[src/rtl/pause_pkg.sv]
// Shared types and defaults for the pause arbiter: FSM state encoding and counter sizing.
package pause_pkg;

  typedef enum logic [1:0] {
    PS_RUN         = 2'd0,
    PS_PEND_PAUSE  = 2'd1,
    PS_PAUSED      = 2'd2,
    PS_PEND_RESUME = 2'd3
  } pause_state_t;

  localparam int unsigned PAUSE_TIMEOUT_DEF  = 1000000;
  localparam int unsigned PAUSE_MIN_HOLD_DEF = 16;

  // Counter width for a count of n; never narrower than one bit.
  function automatic int unsigned pause_cnt_w(input int unsigned n);
    return (n > 1) ? $clog2(n) : 1;
  endfunction

endpackage

[src/rtl/synch_2.sv]
// Two-flop synchroniser for bringing asynchronous levels into the local clock domain.
module synch_2 #(
  parameter int unsigned WIDTH = 1
) (
  input  logic             i_clk,
  input  logic             i_reset,
  input  logic [WIDTH-1:0] i_d,
  output logic [WIDTH-1:0] o_q
);

  logic [WIDTH-1:0] r_meta;
  logic [WIDTH-1:0] r_sync;

  always_ff @(posedge i_clk) begin
    if (i_reset) begin
      r_meta <= '0;
      r_sync <= '0;
    end else begin
      r_meta <= i_d;
      r_sync <= r_meta;
    end
  end

  assign o_q = r_sync;

endmodule

[src/rtl/pause_arbiter.sv]
// Merges the menu-open flag and core pause requests into one frame-aligned core pause,
// with per-requester acknowledge and a latched cause bitmap.
module pause_arbiter
  import pause_pkg::*;
#(
  parameter int unsigned NUM_REQ          = 4,
  parameter bit          SYNC_VBLANK      = 1'b1,
  parameter int unsigned TIMEOUT_CYCLES   = PAUSE_TIMEOUT_DEF,
  parameter int unsigned MIN_PAUSE_CYCLES = PAUSE_MIN_HOLD_DEF
) (
  input  logic               clk_sys,
  input  logic               reset,
  input  logic               os_inmenu,
  input  logic [NUM_REQ-1:0] pause_req,
  input  logic               vblank,
  output logic               pause_core,
  output logic [NUM_REQ-1:0] pause_ack,
  output logic [NUM_REQ:0]   pause_src,
  output logic [1:0]         pause_state
);

  localparam int unsigned TW = pause_cnt_w(TIMEOUT_CYCLES);
  localparam int unsigned HW = pause_cnt_w(MIN_PAUSE_CYCLES);
  localparam logic [TW-1:0] TimerMax = TW'(TIMEOUT_CYCLES - 1);
  localparam logic [HW-1:0] HoldMax  = HW'(MIN_PAUSE_CYCLES - 1);

  pause_state_t       r_state, w_state_d;
  logic [TW-1:0]      r_timer, w_timer_d;
  logic [HW-1:0]      r_hold, w_hold_d;
  logic               r_vblank_d;
  logic [NUM_REQ-1:0] r_ack, w_ack_d;
  logic [NUM_REQ:0]   r_src, w_src_d;

  logic               w_inmenu_s;
  logic [NUM_REQ:0]   w_active;
  logic               w_any;
  logic               w_edge_ok;
  logic               w_hold_sat;
  logic               w_paused;

  synch_2 #(
    .WIDTH (1)
  ) u_inmenu_sync (
    .i_clk   (clk_sys),
    .i_reset (reset),
    .i_d     (os_inmenu),
    .o_q     (w_inmenu_s)
  );

  assign w_active   = {pause_req, w_inmenu_s};
  assign w_any      = |w_active;
  assign w_edge_ok  = (vblank & ~r_vblank_d) | (r_timer == TimerMax);
  assign w_hold_sat = (r_hold == HoldMax);
  assign w_paused   = (r_state == PS_PAUSED) || (r_state == PS_PEND_RESUME);

  always_ff @(posedge clk_sys) begin
    if (reset) begin
      r_state    <= PS_RUN;
      r_timer    <= '0;
      r_hold     <= '0;
      r_vblank_d <= 1'b0;
      r_ack      <= '0;
      r_src      <= '0;
    end else begin
      r_state    <= w_state_d;
      r_timer    <= w_timer_d;
      r_hold     <= w_hold_d;
      r_vblank_d <= vblank;
      r_ack      <= w_ack_d;
      r_src      <= w_src_d;
    end
  end

  // Cancel / re-request are checked before edge_ok so they win a same-cycle tie.
  always_comb begin
    w_state_d = r_state;
    unique case (r_state)
      PS_RUN: begin
        if (w_any) w_state_d = SYNC_VBLANK ? PS_PEND_PAUSE : PS_PAUSED;
      end
      PS_PEND_PAUSE: begin
        if (!w_any)         w_state_d = PS_RUN;
        else if (w_edge_ok) w_state_d = PS_PAUSED;
      end
      PS_PAUSED: begin
        if (!w_any && w_hold_sat) w_state_d = SYNC_VBLANK ? PS_PEND_RESUME : PS_RUN;
      end
      PS_PEND_RESUME: begin
        if (w_any)          w_state_d = PS_PAUSED;
        else if (w_edge_ok) w_state_d = PS_RUN;
      end
      default: w_state_d = PS_RUN;
    endcase
  end

  always_comb begin
    w_timer_d = '0;
    if ((w_state_d == r_state) &&
        ((r_state == PS_PEND_PAUSE) || (r_state == PS_PEND_RESUME))) begin
      w_timer_d = (r_timer == TimerMax) ? r_timer : r_timer + TW'(1);
    end

    w_hold_d = r_hold;
    if (w_state_d == PS_RUN) begin
      w_hold_d = '0;
    end else if ((r_state == PS_PAUSED) && !w_hold_sat) begin
      w_hold_d = r_hold + HW'(1);
    end

    w_ack_d = w_paused ? pause_req : '0;

    // Causes accumulate for the whole pause, including any PEND_RESUME bounces.
    w_src_d = '0;
    if (w_paused) begin
      w_src_d = (w_state_d == PS_RUN) ? '0 : (r_src | w_active);
    end else if (w_state_d == PS_PAUSED) begin
      w_src_d = w_active;
    end
  end

  always_comb begin
    pause_core  = (r_state == PS_PAUSED) || (r_state == PS_PEND_RESUME);
    pause_state = r_state;
    pause_ack   = r_ack;
    pause_src   = r_src;
  end

endmodule

[config.mk]
export PLATFORM = sky130hd
export DESIGN_NAME = pause_arbiter
export DESIGN_NICKNAME = d
export VERILOG_FILES = /design/src/rtl/pause_pkg.sv /design/src/rtl/synch_2.sv /design/src/rtl/pause_arbiter.sv
export SDC_FILE = /design/constraint.sdc
export NUM_CORES = 1
export LEC_CHECK = 0
export CAP_MARGIN = 20
export CELL_PAD_IN_SITES_DETAIL_PLACEMENT = 0
export CELL_PAD_IN_SITES_GLOBAL_PLACEMENT = 1
export CORE_MARGIN = 2
export CORE_UTILIZATION = 40
export CTS_BUF_LIST = sky130_fd_sc_hd__clkbuf_8
export DETAILED_ROUTE_END_ITERATION = 8
export GPL_ROUTABILITY_DRIVEN = 0
export HOLD_SLACK_MARGIN = 0.15
export PLACE_DENSITY_LB_ADDON = 0.1
export SYNTH_ARGS = -nofsm -noshare
export SYNTH_HDL_FRONTEND = slang
export SYNTH_HIERARCHICAL = 1
export SYNTH_SLANG_ARGS = --single-unit
[constraint.sdc]
create_clock -name clk_sys -period 2.5 [get_ports clk_sys]
set_input_delay 0.25 -clock clk_sys [delete_from_list [all_inputs] [get_ports clk_sys]]
set_output_delay 0.25 -clock clk_sys [all_outputs]
set_load 0.05 [all_outputs]
==> impl_metrics.tcl <==
set metrics [dict create \
    status "finished clean" \
    dp_hpwl_microns 2360 \
    clk_path_buf_depth 2 \
    core.rowCount 23 \
    layout.cells.most_common "dfxtp_1" \
    synth-compound-area-share_pct 7.97 \
    synth_area_sq_um 1650 \
    setup_viol 0 \
    min_to "u_inmenu_sync/o_q$_SDFF_PP0_" \
    cp.required_ns 2.66 \
    dieArea_sq_um 4650 \
    cts.hold.buffers_added 0 \
    viasPerCell 5.16 \
    peakVddDrop_mv 0.388 \
    leakage_nw 0.699 \
    diodes 0 \
    worst_clock_skew_ns 0.00532 \
    critPathCaptureType "flip-flop" \
    drcViolationCount 0 \
    min_path_cells 1 \
    worstHoldStart "u_inmenu_sync/r_meta$_SDFF_PP0_" \
    overflow 0 \
    cts_resized 0 \
    arrival_ns 2.30 \
    synth_fa_ha_area_share_pct 1.52 \
    async_reset_ff_share_pct 0 \
    pre_cts_slack_ns 0.189 \
    synth_area_per_cell_sq_um 9.36 \
    synth_edf_count 0 \
    cap_violations 0 \
    ff2ff_setup_slack_ns 0.36 \
    final_util_pct 49.8 \
    syn_nets 186 \
    setup_tns_ns 0 \
    fin_crit_ns 2.14 \
    timing.rr.start "r_timer[10]$_SDFFE_PP0N_" \
    io_buffers 19 \
    startpoint_type "flip-flop" \
    clk_pin_slew_worst_paths_ns 0.07 \
    hold_path.class "flip-flop to flip-flop" \
    n_fill_cell 376 \
    synth-xor-area-share_pct 10.1 \
    start_util_pct 41.5 \
    stdcell_count 250 \
    die_x_microns 68.2 \
    r2r_cells 5 \
    grt_antenna_before_repair 0 \
    clock.fmax_mhz 467 \
    syn2layout_area_growth_pct 20.0 \
    worst_pin_slew_ns 0.683 \
    core_sq_um 3970 \
    max_slew_margin_pct 54.2 \
    cts-root-buf "clkbuf_8" \
    maxSlewViolCount 0 \
    ys_warn_count 6 \
    post_drt_wl_per_cell_microns 13.1 \
    cts.sinks 38 \
    synth.distinct_cells 35 \
    period_share_pct 85.6 \
    crit_chain "or4b_4 -> nor4_4 -> nand2_4 -> a31oi_1 -> nor2_1" \
    layout-drive-gt1-share_pct 9.00 \
    placedCellCount 242 \
    num_io_pins 20 \
    synth_top_family_by_area "simple AND/OR/NAND/NOR gates" \
    synth_seq_area_share_pct 46.2 \
    layout_common_cells "38 x dfxtp_1, 33 x nor2_1, 19 x clkdlybuf4s50_1" \
    synth-seq-cells 38 \
    critPathMaxStageDelay_ns 0.56 \
    num_vias 1291 \
    drt-pass1-iter-count 4 \
    finalNetCount 209 \
    power.density_nw_per_um2 592 \
    cts_tree "yes" \
    drtAntennaViolNets 0 \
    fin_ws_ns 0.360 \
    drt-initial-drc-count 88 \
    dieHeight_microns 68.2 \
    htreeDepth 2 \
    rsz0062_at_grt "no" \
    critical_path.max_fanout 6 \
    wirelength_microns 3270 \
    yosys_most_used_dff "dfxtp_1" \
    grt_pass1_wl_microns 5770 \
    synthMuxAreaShare_pct 0.607 \
    synth_simple_gate_area_share_pct 31.6 \
    grt_pass1_vias 1252 \
    clk-insertion-delay-late_ns 0.29 \
    grt_use_total_pct 16.9 \
    grt_max_degree 21 \
    crit_start "r_timer[10]$_SDFFE_PP0N_" \
    r2r_end "r_hold[2]$_SDFFE_PP0P_" \
    crit_slowest_cell "or4b_4" \
    hold_viol 0 \
    syn-instance-count 176 \
    crit_type "flip-flop to flip-flop" \
    numCtsBuffers 5 \
    cts_setup_buffers 0 \
]
final cells by class:
class	instances	area [sq um]	area share [%]
Multi-Input combinational cell	131	853	43.2
Sequential cell	38	761	38.5
Timing Repair Buffer	20	198	10.0
Clock buffer	6	82.6	4.18
Tap cell	50	62.6	3.16
Inverter	3	11.3	0.570
Clock inverter	2	8.76	0.443
worst max-delay path by stage:
stage	endpoint	slack (ns)
floorplan	pause_src[0]$_SDFF_PP0_	0.61
global placement	pause_src[0]$_SDFF_PP0_	0.24
detailed placement	pause_src[1]$_SDFF_PP0_	0.19
CTS	r_hold[2]$_SDFFE_PP0P_	0.33
global route	r_hold[3]$_SDFFE_PP0P_	0.18
finish	r_hold[2]$_SDFFE_PP0P_	0.36
power by group:
| group | switching (mW) | total, mW | leakage, nW | internal [mW] |
|---|---|---|---|---|
| clock | 0.212 | 0.430 | 0.0524 | 0.218 |
| sequential | 0.0131 | 0.631 | 0.308 | 0.617 |
| combinational | 0.0666 | 0.110 | 0.339 | 0.0436 |
cell usage after synthesis (2+ instances only):
cell / n / area (sq um)
nor3_1: 2 / 10.0
a211oi_1: 2 / 15.0
ha_1: 2 / 25.0
nor4_4: 2 / 42.5
a21oi_1: 4 / 20.0
nand2b_1: 2 / 12.5
inv_1: 3 / 11.3
and4_1: 2 / 17.5
nand4_1: 6 / 37.5
a31oi_1: 9 / 56.3
nor2_1: 33 / 124
clkbuf_1: 2 / 7.51
nor4_1: 2 / 12.5
nor2b_1: 5 / 31.3
buf_4: 2 / 15.0
nand3_1: 10 / 50.1
nand2_1: 9 / 33.8
o21ai_0: 2 / 10.0
xor2_1: 13 / 114
and3_1: 2 / 12.5
xnor2_1: 6 / 52.6
and2_1: 6 / 37.5
dfxtp_1: 38 / 761
layer usage:
metal,up-vias,GRT usage [%],wire length (microns)
li1,656,-,-
met1,610,20.6,1480
met2,17,27.1,1610
met3,8,5.43,118
met4,0,7.50,59
met5,-,0,0
registers in the layout, indices dropped and copies added (netlist names):
name	count
r_hold	4
pause_state	2
pause_ack	4
r_timer	20
u_inmenu_sync/r_meta	1
pause_src	5
u_inmenu_sync/o_q	1
r_vblank_d	1
critical path: cells and delay by family, from the launching register on:
kind / cells / cell delay (ns)
DFF: 1 / 0.36
and+or+nand+nor: 4 / 1.27
AOI/OAI and AO/OA: 1 / 0.37
cells by family after synthesis:
group	Yosys count
compound gates	19
xor+xnor	19
fa+ha+maj	2
buf+inv	7
flops	38
mux	1
simple gates	90
per-stage QoR:
stage / area [sq um] / hold slack, ns / total power, mW
final: 1980 / 0.452 / 1.17
after global routing: 1980 / 0.464 / 1.22
after CTS: 1980 / 0.463 / 1.19
after detailed placement: 1890 / 0.447 / 0.755
after global placement: 1890 / 0.431 / 0.753
after floorplan: 1650 / 0.322 / 0.713
No activity file was read; power rests on OpenSTA's default activity.
